===== src/rtl/uart_mem_loader_ctrl_pkg.sv =====
// Shared definitions for the UART memory loader: loader FSM encoding, memory
// and direction codes used by the UART RX/TX blocks and the loader.
package uart_mem_loader_ctrl_pkg;

  localparam int LDR_ADDR_W       = 9;
  localparam int LDR_DATA_W       = 32;
  localparam int LDR_DRAIN_CYCLES = 4;

  localparam logic MEM_IMEM = 1'b0;
  localparam logic MEM_DMEM = 1'b1;
  localparam logic RW_WRITE = 1'b1;
  localparam logic RW_READ  = 1'b0;

  typedef enum logic [2:0] {
    ST_IDLE    = 3'd0,
    ST_DRAIN   = 3'd1,
    ST_GRANT   = 3'd2,
    ST_WRITE   = 3'd3,
    ST_READ    = 3'd4,
    ST_RD_CAP  = 3'd5,
    ST_TX_WAIT = 3'd6,
    ST_RELEASE = 3'd7
  } ldr_state_e;

  // States in which the loader owns a memory port and drives address/data.
  function automatic logic ldr_owns_port(input ldr_state_e st);
    return (st == ST_GRANT) || (st == ST_WRITE) || (st == ST_READ) || (st == ST_RD_CAP);
  endfunction

  // States in which the CPU pipeline must stay frozen.
  function automatic logic ldr_stalls_cpu(input ldr_state_e st);
    return (st != ST_IDLE) && (st != ST_RELEASE);
  endfunction

endpackage


===== src/rtl/uart_mem_loader_ctrl.sv =====
// UART packet sequencer: stalls the CPU, drains the pipeline, borrows the IMEM or
// DMEM port for one write or read, returns read data to the UART TX, then releases.
module uart_mem_loader_ctrl
  import uart_mem_loader_ctrl_pkg::*;
#(
  parameter int ADDR_W       = LDR_ADDR_W,
  parameter int DATA_W       = LDR_DATA_W,
  parameter int DRAIN_CYCLES = LDR_DRAIN_CYCLES
) (
  input  logic              clk,
  input  logic              reset,
  input  logic              pkt_valid,
  input  logic              pkt_rw,
  input  logic              pkt_mem_type,
  input  logic [ADDR_W-1:0] pkt_addr,
  input  logic [DATA_W-1:0] pkt_data,
  output logic              cpu_stall,
  output logic              imem_sel_ldr,
  output logic              dmem_sel_ldr,
  output logic              ldr_we,
  output logic [ADDR_W-1:0] ldr_addr,
  output logic [DATA_W-1:0] ldr_wdata,
  input  logic [DATA_W-1:0] imem_rdata,
  input  logic [DATA_W-1:0] dmem_rdata,
  output logic              tx_start,
  output logic [DATA_W-1:0] tx_data,
  input  logic              tx_busy,
  output logic              busy,
  output logic              overflow
);

  localparam int CNT_W = (DRAIN_CYCLES > 1) ? $clog2(DRAIN_CYCLES) : 1;
  localparam logic [CNT_W-1:0] CNT_LOAD = CNT_W'(DRAIN_CYCLES - 1);

  ldr_state_e        state_q, state_d;
  logic [CNT_W-1:0]  cnt_q, cnt_d;
  logic              rw_q, rw_d;
  logic              mem_type_q, mem_type_d;
  logic [ADDR_W-1:0] addr_q, addr_d;
  logic [DATA_W-1:0] wdata_q, wdata_d;
  logic [DATA_W-1:0] tx_data_q, tx_data_d;
  logic              overflow_q, overflow_d;

  // State and packet registers; reset aborts any operation in flight.
  always_ff @(posedge clk or posedge reset) begin
    if (reset) begin
      state_q    <= ST_IDLE;
      cnt_q      <= '0;
      rw_q       <= 1'b0;
      mem_type_q <= 1'b0;
      addr_q     <= '0;
      wdata_q    <= '0;
      tx_data_q  <= '0;
      overflow_q <= 1'b0;
    end else begin
      state_q    <= state_d;
      cnt_q      <= cnt_d;
      rw_q       <= rw_d;
      mem_type_q <= mem_type_d;
      addr_q     <= addr_d;
      wdata_q    <= wdata_d;
      tx_data_q  <= tx_data_d;
      overflow_q <= overflow_d;
    end
  end

  // Next-state logic; packets arriving outside IDLE (including RELEASE) are dropped.
  always_comb begin
    state_d    = state_q;
    cnt_d      = cnt_q;
    rw_d       = rw_q;
    mem_type_d = mem_type_q;
    addr_d     = addr_q;
    wdata_d    = wdata_q;
    tx_data_d  = tx_data_q;
    overflow_d = overflow_q;

    if (pkt_valid && (state_q != ST_IDLE)) begin
      overflow_d = 1'b1;
    end else begin
      overflow_d = overflow_q;
    end

    case (state_q)
      ST_IDLE: begin
        if (pkt_valid) begin
          rw_d       = pkt_rw;
          mem_type_d = pkt_mem_type;
          addr_d     = pkt_addr;
          wdata_d    = pkt_data;
          cnt_d      = CNT_LOAD;
          state_d    = ST_DRAIN;
        end else begin
          state_d    = ST_IDLE;
        end
      end
      ST_DRAIN: begin
        if (cnt_q == '0) begin
          state_d = ST_GRANT;
        end else begin
          cnt_d   = cnt_q - CNT_W'(1);
        end
      end
      ST_GRANT: begin
        if (rw_q == RW_WRITE) begin
          state_d = ST_WRITE;
        end else begin
          state_d = ST_READ;
        end
      end
      ST_WRITE:  state_d = ST_RELEASE;
      ST_READ:   state_d = ST_RD_CAP;
      ST_RD_CAP: begin
        // Address has been stable since GRANT, so the synchronous read data is valid now.
        tx_data_d = (mem_type_q == MEM_DMEM) ? dmem_rdata : imem_rdata;
        state_d   = ST_TX_WAIT;
      end
      ST_TX_WAIT: begin
        if (!tx_busy) begin
          state_d = ST_RELEASE;
        end else begin
          state_d = ST_TX_WAIT;
        end
      end
      ST_RELEASE: state_d = ST_IDLE;
      default:    state_d = ST_IDLE;
    endcase
  end

  // Output decode from the registered state and packet fields.
  always_comb begin
    cpu_stall    = ldr_stalls_cpu(state_q);
    imem_sel_ldr = ldr_owns_port(state_q) && (mem_type_q == MEM_IMEM);
    dmem_sel_ldr = ldr_owns_port(state_q) && (mem_type_q == MEM_DMEM);
    ldr_we       = (state_q == ST_WRITE);
    busy         = (state_q != ST_IDLE);
    tx_start     = (state_q == ST_TX_WAIT) && !tx_busy;
    if (ldr_owns_port(state_q)) begin
      ldr_addr  = addr_q;
      ldr_wdata = wdata_q;
    end else begin
      ldr_addr  = '0;
      ldr_wdata = '0;
    end
  end

  assign tx_data  = tx_data_q;
  assign overflow = overflow_q;

endmodule


===== config.mk =====
export PLATFORM = sky130hd
export DESIGN_NAME = uart_mem_loader_ctrl
export DESIGN_NICKNAME = d
export VERILOG_FILES = /design/src/rtl/uart_mem_loader_ctrl_pkg.sv /design/src/rtl/uart_mem_loader_ctrl.sv
export SDC_FILE = /design/constraint.sdc
export NUM_CORES = 1
export LEC_CHECK = 0
export CAP_MARGIN = 20
export CELL_PAD_IN_SITES_DETAIL_PLACEMENT = 1
export CELL_PAD_IN_SITES_GLOBAL_PLACEMENT = 1
export CORE_MARGIN = 5
export CORE_UTILIZATION = 25
export CTS_BUF_LIST = sky130_fd_sc_hd__clkbuf_2 sky130_fd_sc_hd__clkbuf_4 sky130_fd_sc_hd__clkbuf_8
export DETAILED_ROUTE_END_ITERATION = 8
export PLACE_DENSITY_LB_ADDON = 0.15
export SYNTH_ARGS = -nofsm -noshare
export SYNTH_HDL_FRONTEND = slang
export SYNTH_SLANG_ARGS = --single-unit

===== constraint.sdc =====
create_clock -name clk -period 3.23 [get_ports clk]
set_input_delay 0.646 -clock clk [delete_from_list [all_inputs] [get_ports clk]]
set_output_delay 0.646 -clock clk [all_outputs]
set_load 0.005 [all_outputs]

# Yosys cells after proc, flatten, opt, wreduce, memory -nomap -nowiden
# Cells that the tools add are included.
# word_totals
register_bits,81
input_bits,111
output_inout_bits,80
# op_classes
addsub,1
eq_ne,11
mux,11
n_bitwise,1
reduce_logical,15
# ops
cell,n
2-to-1 mux 32 bit,2
case mux 3 bit (8 select lines),1
"== test 3 bit, second input constant",4
2-to-1 mux 9 bit,1
"== test 3 x 2 -> 1 bit, second input constant",2
2-to-1 mux 3 bit,2
"!= test 2 bit, second input constant",3
logical AND 1 bit,5
2-to-1 mux 2 bit,2
case mux 2 bit (2 select lines),1
"== test 3 x 1 -> 1 bit, second input constant",1
logical NOT 3 bit,1
logical OR 1 bit,3
"!= test 3 bit, second input constant",1
AND reduction 3 bit,1
nonzero test 3 bit,1
logical NOT 2 bit,1
2-to-1 mux 1 bit,2
AND reduction 2 bit,1
nonzero test 2 bit,1
"subtractor 2 x 1 -> 2 bit, second input constant",1
logical NOT 1 bit,1
NOT 1 bit,1

# Logic depth before layout (Yosys ltp)
# logic_depth
word_depth,5
mapped_depth,7
depth_no_buf,6

# Least setup slack after synthesis
# OpenSTA, ideal clock, no wires.
# synth_timing
path_kind,reg-to-output
startpoint,register state_q[1]
endpoint,output ldr_wdata[22]
arrival_ns,1.278
setup_slack_ns,1.306
stages_incl_launch_ff,5
n_path_buf,1
cell_sequence,dfrtp_1 inv_1 ha_1 clkbuf_1 nor2b_1
# synth_via
elab_chain_cells,5
elab_cells_between_ends,8
cone_classes,4 x eq/ne; 1 x mux; 3 x reduce/logical
# synth_lines
element,line,source
start: declaration,uart_mem_loader_ctrl.sv:35,"ldr_state_e state_q, state_d;"
start signal: assignment,uart_mem_loader_ctrl.sv:56,state_q <= state_d;
== test 3 x 2 -> 1 bit,uart_mem_loader_ctrl_pkg.sv:27,return (st == ST_GRANT) || (st == ST_WRITE) || (st == ST_READ) || (st == ST_RD_CAP);
logical OR 1 bit (2 in a row),uart_mem_loader_ctrl_pkg.sv:27,
logical OR 1 bit (*),uart_mem_loader_ctrl_pkg.sv:27,
2-to-1 mux 32 bit (*),uart_mem_loader_ctrl.sv:138,if (ldr_owns_port(state_q)) begin
end: declaration,uart_mem_loader_ctrl.sv:22,"output logic [DATA_W-1:0] ldr_wdata,"
# Mark *: on every way between the ends. The rest lies on a longest branch, timed or not.

# Worst setup path in the final report
# layout_timing
startpoint,register state_q[2]
endpoint,output ldr_wdata[24]
# Same word-level chain as after synthesis.

==> reports/metrics.yaml <==
min-delay-start: "overflow"
cp_max_fo: 31
synth_top_area_cell: "dfrtp_1"
critPathLaunchType: "flip-flop"
synth_cell_types: 25
synth_async_sr_flop_share_pct: 100
status: "complete, no violations"
syn_to_final_growth_pct: 62.3
power_leakage_uw: 0.00254
vias_per_cell: 4.30
finalSetupViolCount: 0
die_h_um: 133
fin_nets: 625
grt_pass1_wl_um: 17800
die_area_um2: 17600
cts_setup_buffers: 0
ir_drop_uv: 228
final.setup.tns_ns: 0
min_to: "overflow"
synth_nets: 440
gp_congestion: 0.773
first_pass_iters: 4
drt_iter0_markers: 93
max_freq_mhz: 335
drtAntennaViolNets: 0
root_buffer: "clkbuf_8"
num_rows: 44
relSlewSlack_pct: 50.1
vias: 3008
r2r_start: "state_q[2]"
finalCriticalPeriod_ns: 2.98
reg2regPathDepth: 4
hold_path_class: "flip-flop to flip-flop"
synth-seq-cells: 81
ys_warn_count: 0
overflow: 0
fin_util_pct: 41.6
reg2reg_to: "wdata_q[9]"
slew_viol_final: 0
clkSlewWorstSetupHoldPaths_ns: 0.08
io_pins: 191
yosysSeqAreaShare_pct: 54.0
synth-main-ff-cell: "dfrtp_1"
tritoncts: "yes"
crit_required_ns: 2.58
rsz0062_at_grt: "no"
period_share_pct: 92.4
crit_path_end_kind: "primary output"
port_buffers: 190
die_w_um: 133
p_total_uw: 5090
holdWs_ns: 0.475
synth_area_um2: 3750
clock_path_buffers: 2
numCtsBuffers: 9
grt_max_degree: 82
clkSinkCount: 81
placed_cells: 683
worstSetupPathType: "flip-flop to primary output"
post_drt_wl_per_cell_um: 15.9
post-route-drc-count: 0
arrival_ns: 2.34
hold_depth: 1
avgSynthCellArea_um2: 11.5
clk_latency_ns: 0.36
totalWireLength_um: 11100
drive_above_1_share_pct: 13.4
rrSetupSlack_ns: 1.23
synth.area.top_cells: "dfrtp_1, mux2_2, mux2i_1, nor2b_1, o21ai_0"
core_area_um2: 14600
final_cells: 699
p_per_area_nw_per_um2: 836
synth_edf_count: 0
drv_cap: 0
antennaDiodeCount: 0
clock-skew-final_ns: 0.0160
grt.total_usage_pct: 12.8
initial_core_util_pct: 25.6
worst_pin_slew_ns: 0.743
finalHoldViolCount: 0
htreeDepth: 3
netlist_instances: 325
antenna_found_initial: 0
synth_top_area_share_pct: 54.0
grt_pass1_vias: 3325
dp.final_hpwl_um: 8480
-- metrics by stage --
step	setup slack, ns	area [um2]
global route	0.0450	6090
finish	0.246	6090
global placement	0.440	5850
floorplan	0.504	3750
detailed placement	0.420	5850
CTS	0.0154	6090
-- cells in the mapped netlist (all sizes together), types with 2 or more instances --
cell and number:
dfrtp 81, mux2 43, nor2b 42, nand2 34
o21ai 33, mux2i 32, clkbuf 11, buf 10
nor2 7, inv 6, a21oi 5, nor3 5
ha 4, a21o 2, o21a 2, or3 2
-- worst max-delay path, stage by stage, from the launching register on --
cell	delay (ns)
dfrtp_1	0.60
ha_2	0.48
buf_12	0.21
nor2b_1	0.14
clkdlybuf4s50_1	0.55
-- how the worst max path moves through the flow --
stage	cells past startpoint	start	end	slack (ns)
6_report	4	state_q[2]	ldr_wdata[24]	0.25
5_1_grt	5	state_q[1]	ldr_addr[1]	0.04
4_1_cts	5	state_q[1]	ldr_wdata[24]	0.02
3_5_place_dp	5	state_q[1]	ldr_wdata[24]	0.42
3_3_place_gp	5	state_q[1]	ldr_wdata[24]	0.44
2_1_floorplan	1	reset	addr_q[0]	0.50
-- cell type report --
type | count | area, um2
well taps | 184 | 230
fillers | 1619 | 8560
clock buffers | 12 | 159
multi-input cells | 217 | 1600
clock inverters | 4 | 75.1
inverters | 6 | 23.8
flip-flops and latches | 81 | 2030
repair buffers | 195 | 1980
-- state kept, by name, indices dropped and copies added (netlist names) --
signal	flops
state_q	3
mem_type_q	1
wdata_q	32
rw_q	1
cnt_q	2
tx_data	32
addr_q	9
overflow	1
-- what timing repair did --
action	4_1_cts	5_1_grt
gates resized for setup	0	1
hold buffers	0	0
endpoints found under the setup margin	0	31
endpoints found under the hold margin	0	0
-- power breakdown --
group	internal (uW)	total, uW	leakage [uW]	switching (uW)
combinational	1480	2410	0.00147	929
sequential	1530	1820	0.000954	291
clock	487	859	0.000112	372
total	3500	5090	0.00254	1590
-- cells in the final DEF, fill, tap and decap left out --
cell / instances
buf_4: 2
nand3_2: 1
ha_1: 3
nor4_1: 1
buf_12: 3
a211o_1: 1
nand2b_1: 1
a21oi_1: 5
clkbuf_4: 1
mux2i_1: 32
mux2_2: 43
nor2b_1: 42
a21o_1: 2
nor2_8: 1
nand2_1: 34
o221ai_1: 1
bufinv_16: 2
clkbuf_8: 11
or3_1: 2
o21a_1: 2
clkinv_2: 1
nor3_1: 5
ha_2: 1
dfrtp_2: 1
nor3b_1: 1
o21ai_0: 33
clkinvlp_4: 2
dfrtp_1: 80
clkdlybuf4s50_1: 190
inv_1: 5
nor2_1: 6
-- routing by layer --
layer | up-vias | part of all wire, % | global-route usage, %
met2 | 139 | 43 | 18.9
met4 | 0 | 1.6 | 5.02
met3 | 12 | 11 | 6.42
met5 | - | 0 | 0
li1 | 1463 | - | -
met1 | 1394 | 44 | 15.9
-- kinds of logic after synthesis --
logic type / Yosys count / synth area share [%]
AO/OA/AOI/OAI: 44 / 6.34
adder cells (fa/ha/maj): 4 / 1.33
buffers and inverters: 27 / 3.67
flip-flops: 81 / 54.0
multiplexers: 75 / 21.4
AND/OR/NAND/NOR: 94 / 13.2
No activity file was read; power rests on OpenSTA's default activity.
